[src/rtl/fetch_stage_pkg.sv]
// rtl/fetch_stage_pkg.sv - shared pipeline constants and types for the fetch stage
//
// Contents:
//   fetch_state_t : FSM state encoding (FETCH, FLUSH)
//   PC_INCR       : sequential PC step in bytes
//   NOP_INSTR     : canonical NOP encoding (addi x0, x0, 0)
package fetch_stage_pkg;

  typedef enum logic {
    FETCH = 1'b0,
    FLUSH = 1'b1
  } fetch_state_t;

  localparam int unsigned PC_INCR   = 4;
  localparam logic [31:0] NOP_INSTR = 32'h0000_0013;

endpackage

[src/rtl/fetch_skid_buf.sv]
// rtl/fetch_skid_buf.sv - one-entry pc/instr holding register for the fetch stage
//
// Ports:
//   clk, rst        : clock, asynchronous active-high reset
//   load            : capture load_pc/load_instr and set valid
//   load_pc         : PC of the instruction being captured
//   load_instr      : instruction being captured
//   clear           : drop the held entry (pop or flush); wins over load
//   valid           : an entry is held
//   pc, instr       : the held entry
module fetch_skid_buf
  import fetch_stage_pkg::*;
#(
  parameter int XLEN = 32
) (
  input  logic            clk,
  input  logic            rst,
  input  logic            load,
  input  logic [XLEN-1:0] load_pc,
  input  logic [XLEN-1:0] load_instr,
  input  logic            clear,
  output logic            valid,
  output logic [XLEN-1:0] pc,
  output logic [XLEN-1:0] instr
);

  always_ff @(posedge clk or posedge rst) begin
    if (rst) begin
      valid <= 1'b0;
      pc    <= '0;
      instr <= XLEN'(NOP_INSTR);
    end else if (clear) begin
      valid <= 1'b0;
    end else if (load) begin
      valid <= 1'b1;
      pc    <= load_pc;
      instr <= load_instr;
    end
  end

endmodule

[src/rtl/fetch_stage.sv]
// rtl/fetch_stage.sv - instruction fetch stage with IF/ID register, skid entry and redirect flush
//
// Parameters:
//   XLEN      : address / instruction width
//   RESET_PC  : PC loaded on reset
// Ports:
//   clk, rst          : clock, asynchronous active-high reset
//   stall             : hold the IF/ID register (hazard unit)
//   redirect_valid    : branch/jump taken this cycle, target on redirect_pc
//   imem_req/addr     : instruction memory request, held stable until imem_ack
//   imem_ack/rdata    : request complete with fetched instruction (may ack in the req cycle)
//   if_id_valid/pc/instr : IF/ID pipeline register
module fetch_stage
  import fetch_stage_pkg::*;
#(
  parameter int              XLEN     = 32,
  parameter logic [XLEN-1:0] RESET_PC = '0
) (
  input  logic            clk,
  input  logic            rst,
  input  logic            stall,
  input  logic            redirect_valid,
  input  logic [XLEN-1:0] redirect_pc,
  output logic            imem_req,
  output logic [XLEN-1:0] imem_addr,
  input  logic            imem_ack,
  input  logic [XLEN-1:0] imem_rdata,
  output logic            if_id_valid,
  output logic [XLEN-1:0] if_id_pc,
  output logic [XLEN-1:0] if_id_instr
);

  fetch_state_t    state;
  logic [XLEN-1:0] pc;
  // Address of the request that was in flight when a redirect arrived;
  // it must stay on the bus until the memory completes it.
  logic [XLEN-1:0] flush_addr;

  logic            skid_valid;
  logic [XLEN-1:0] skid_pc;
  logic [XLEN-1:0] skid_instr;
  logic            skid_load;
  logic            skid_clear;
  logic            hs;
  logic            fetch_hs;

  // While FETCH holds a skid entry there is nowhere to put another
  // instruction, so the request is withheld until the entry drains.
  assign imem_req  = !rst && ((state == FLUSH) || !skid_valid);
  assign imem_addr = (state == FLUSH) ? flush_addr : pc;

  assign hs       = imem_req && imem_ack;
  // Only a completion in FETCH carries a usable instruction; FLUSH data is stale.
  assign fetch_hs = hs && (state == FETCH);

  // A fetch request is only issued with the skid empty, so a stalled
  // completion always has room.
  assign skid_load  = fetch_hs && stall && !redirect_valid;
  assign skid_clear = redirect_valid || (!stall && skid_valid);

  fetch_skid_buf #(
    .XLEN(XLEN)
  ) u_skid (
    .clk       (clk),
    .rst       (rst),
    .load      (skid_load),
    .load_pc   (pc),
    .load_instr(imem_rdata),
    .clear     (skid_clear),
    .valid     (skid_valid),
    .pc        (skid_pc),
    .instr     (skid_instr)
  );

  always_ff @(posedge clk or posedge rst) begin
    if (rst) begin
      state       <= FETCH;
      pc          <= RESET_PC;
      flush_addr  <= RESET_PC;
      if_id_valid <= 1'b0;
      if_id_pc    <= '0;
      if_id_instr <= '0;
    end else begin
      // PC and FSM
      if (redirect_valid) begin
        pc <= redirect_pc;
        if (imem_req && !imem_ack) begin
          // Request still in flight: wait it out in FLUSH. A redirect
          // already in FLUSH keeps the original stale address.
          state <= FLUSH;
          if (state == FETCH) begin
            flush_addr <= pc;
          end
        end else begin
          state <= FETCH;
        end
      end else if (hs) begin
        if (state == FETCH) begin
          pc <= pc + XLEN'(PC_INCR);
        end
        state <= FETCH;
      end

      // IF/ID register
      if (redirect_valid) begin
        if_id_valid <= 1'b0;
      end else if (!stall) begin
        if (skid_valid) begin
          if_id_valid <= 1'b1;
          if_id_pc    <= skid_pc;
          if_id_instr <= skid_instr;
        end else if (fetch_hs) begin
          if_id_valid <= 1'b1;
          if_id_pc    <= pc;
          if_id_instr <= imem_rdata;
        end else begin
          if_id_valid <= 1'b0;
        end
      end
    end
  end

endmodule

[config.mk]
export PLATFORM = sky130hd
export DESIGN_NAME = fetch_stage
export DESIGN_NICKNAME = d
export VERILOG_FILES = /design/src/rtl/fetch_stage_pkg.sv /design/src/rtl/fetch_skid_buf.sv /design/src/rtl/fetch_stage.sv
export SDC_FILE = /design/constraint.sdc
export NUM_CORES = 1
export LEC_CHECK = 0
export ABC_AREA = 1
export CORE_MARGIN = 1
export CORE_UTILIZATION = 31
export DETAILED_ROUTE_END_ITERATION = 8
export SLEW_MARGIN = 5
export SYNTH_ARGS = -nofsm -noshare
export SYNTH_HDL_FRONTEND = slang
export SYNTH_SLANG_ARGS = --single-unit
[constraint.sdc]
create_clock -name clk -period 7.01 [get_ports clk]
set_input_delay 1.402 -clock clk [delete_from_list [all_inputs] [get_ports clk]]
set_output_delay 1.402 -clock clk [all_outputs]
set_load 0.03 [all_outputs]
==> results.py <==
metrics = {
    "outcome": {
        "outcome": "completed",
    },
    "route": {
        "firstDrtPassIters": 5,
        "routedWlPerCell_um": 15.5,
        "via_per_inst": 4.70,
        "wirelength_um": 26300,
        "routed-via-count": 7969,
        "drt_first_iter_violations": 595,
        "route.detailed.drc": 0,
        "drtAntennaViolNets": 0,
    },
    "cells_and_area": {
        "final_nets": 1369,
        "area_delta_synth_final_pct": 27.1,
        "drive_gt1_share_pct": 4.65,
        "finalInstanceArea_um2": 11700,
        "fin_util_pct": 40.5,
        "diodes": 0,
        "nFillCells": 2947,
    },
    "worst_setup_path": {
        "cp_slowest_cell": "clkdlybuf4s50_1",
        "required_ns": 5.61,
        "cp_top_family": "buffers and inverters",
        "critPathMaxStageDelay_ns": 0.70,
        "setup.worst_path.class": "input pin to output port",
        "crit_top_cell": "clkdlybuf4s50_1",
        "rr_worst_depth": 8,
        "path_buf_inv": 2,
        "cp_max_fo": 3,
        "arrival_ns": 2.83,
        "r2r-end": "if_id_pc[12]",
        "crit-reg2reg-launch": "u_skid.valid",
        "path_cells": "clkdlybuf4s50_1 -> a21oi_2 -> clkdlybuf4s50_1",
        "start_kind": "input pin",
        "endpoint_kind": "output port",
        "reg2reg_slack_ns": 3.11,
    },
    "yosys": {
        "async_flop_share_pct": 100,
        "synth_top_cell_area_share_pct": 52.1,
        "netlist.top_cell.by_area": "dfrtp_1",
        "synth_common_cells": "nand2_1, dfrtp_1, nor2_1",
        "syn_area_um2": 9220,
        "syn_area_per_cell_um2": 7.90,
        "synth.most_common_cell": "nand2_1",
        "synth_nets": 1236,
        "synth-edff-count": 0,
        "synthFlopType": "dfrtp_1",
        "ys_warn_count": 0,
        "synthCells": 1166,
        "seq_area_frac_synth_pct": 53.0,
        "synth-seq-cells": 195,
        "yosysUniqueCellTypes": 27,
        "synthTopCellsByArea": "dfrtp_1, nand2_1, o211ai_1, nor2_1, o21ai_0",
    },
    "power": {
        "powerDensity_nw_per_um2": 303,
        "seqPwrFrac_pct": 43.4,
        "clockPowerShare_pct": 28.0,
        "switching_share_pct": 35.1,
        "p_leak_nw": 5.50,
        "finalPower_mw": 3.55,
        "power_frac_comb_pct": 28.5,
        "vdd_drop_max_mv": 0.148,
        "p_sw_mw": 1.25,
        "p_int_mw": 2.31,
    },
    "sta": {
        "rsz0062_at_grt": "false",
        "max_slew_margin_pct": 29.1,
        "skew_ns": 0.0112,
        "clock.fmax_ghz": 0.236,
        "tightest_slew_ns": 1.06,
        "period_share_pct": 60.4,
        "fin_crit_ns": 4.23,
        "setup_viol": 0,
        "final_hold_viol_count": 0,
        "slew_viol_final": 0,
        "setup_tns_ns": 0,
        "holdWs_ns": 0.472,
    },
    "clocking": {
        "numCtsBuffers": 17,
        "h-tree-depth": 4,
        "clock-sinks": 195,
        "cts_root_buf": "clkbuf_16",
        "clk_pin_slew_ns": 0.07,
        "cts_tree": "done",
        "clk_latency_ns": 0.44,
        "cts-hold-fix-buffers": 0,
        "post-cts-setup-buffer-count": 0,
        "ctsResizeCount": 0,
        "cts_max_path_buffers": 2,
    },
    "min_path": {
        "min_from": "flush_addr[21]",
        "min_path_type": "flip-flop to flip-flop",
        "holdPathEnd": "flush_addr[21]",
        "hold_path_depth": 2,
    },
    "floorplan": {
        "core-area_um2": 28900,
        "fp.dieH_um": 174,
        "start_util_pct": 31.8,
        "io_pins": 167,
        "die_area_um2": 30400,
        "die_w_um": 174,
        "std_cell_rows": 62,
    },
    "grt": {
        "track_usage_pct": 17.7,
        "grt_start_max_net_pins": 73,
        "grt_pass1_wl_um": 41900,
        "grt_pass1_vias": 7451,
        "antenna_found_initial": 2,
        "grt_overflow": 0,
    },
    "placement": {
        "hpwl_um": 17800,
        "port_buffers": 166,
        "dpl_cell_area_um2": 11100,
        "gp_congestion": 0.944,
    },
    "flow_run": {
        "drv_cap": 0,
    },
}
logic make-up after synthesis:
group,share of synthesized area (%)
xor gates and xnor gates,0.760
AOI/OAI and AO/OA,12.9
DFF,53.0
and+or+nand+nor,25.9
adders and majority gates,0.136
buffers and inverters,7.22
layout make-up:
| class | instances | area [um2] | share of cell area [%] |
|---|---|---|---|
| inverter | 86 | 334 | 2.85 |
| timing repair buffer | 176 | 1740 | 14.8 |
| clock inverter | 13 | 143 | 1.22 |
| sequential | 195 | 4880 | 41.7 |
| clock buffer | 19 | 453 | 3.87 |
| multi-input combinational | 823 | 3680 | 31.4 |
| tap | 384 | 480 | 4.10 |
power groups by stage:
stage               registers [mW]  clock network (mW)  logic (mW)
floorplan                     1.72                   0       0.425
global placement              1.56                   0        1.01
detailed placement            1.56                   0        1.02
CTS                           1.54                1.03        1.03
global route                  1.58                1.07        1.11
finish                        1.54               0.996        1.01
state kept, by name, indices dropped and copies added (netlist names):
register      flops
u_skid.valid      1
if_id_pc         32
u_skid.pc        32
u_skid.instr     32
state             1
if_id_instr      32
pc               32
flush_addr       32
if_id_valid       1
how the worst max path moves through the flow:
stage / from / end / slack [ns] / cells after the start
2_1_floorplan: rst / pc[19] / 0.14 / 8
3_3_place_gp: rst / imem_req / 2.79 / 3
3_5_place_dp: rst / imem_req / 2.77 / 3
4_1_cts: state / imem_req / 2.74 / 3
5_1_grt: state / imem_req / 2.61 / 3
6_report: rst / imem_req / 2.78 / 3
cells in the final DEF, fill, tap and decap left out, drive strengths merged:
| cell type | instances |
|---|---|
| a31oi | 2 |
| nand4 | 4 |
| clkinvlp | 4 |
| nor2 | 111 |
| a211oi | 1 |
| dfrtp | 192 |
| o211ai | 66 |
| clkinv | 3 |
| clkdlybuf4s50 | 166 |
| o21ai | 62 |
| a21oi | 62 |
| nor3 | 2 |
| buf | 10 |
| xor2 | 8 |
| ha | 1 |
| bufinv | 1 |
| o21bai | 7 |
| dfstp | 3 |
| clkbuf | 19 |
| nand3 | 37 |
| nand2 | 460 |
| inv | 91 |
worst min-delay path, stage by stage (launching register included):
cell and delay [ns]:
dfrtp_1 0.35, nand2_1 0.05, nand2_1 0.05
stage by stage:
stage / cells / setup WS [ns]
after global routing: 1696 / 2.61
after CTS: 1696 / 2.74
after floorplan: 1166 / 0.143
after global placement: 1664 / 2.79
after detailed placement: 1664 / 2.77
final: 1696 / 2.78
metal layers:
| metal | vias to the layer above | part of all wire [%] | GRT usage (%) |
|---|---|---|---|
| li1 | 3995 | - | - |
| met1 | 3707 | 47 | 24.9 |
| met2 | 241 | 45 | 27.3 |
| met3 | 22 | 6.1 | 4.02 |
| met4 | 4 | 1.2 | 4.57 |
| met5 | - | 0.095 | 0 |
Power figures use the tool's default switching activity.
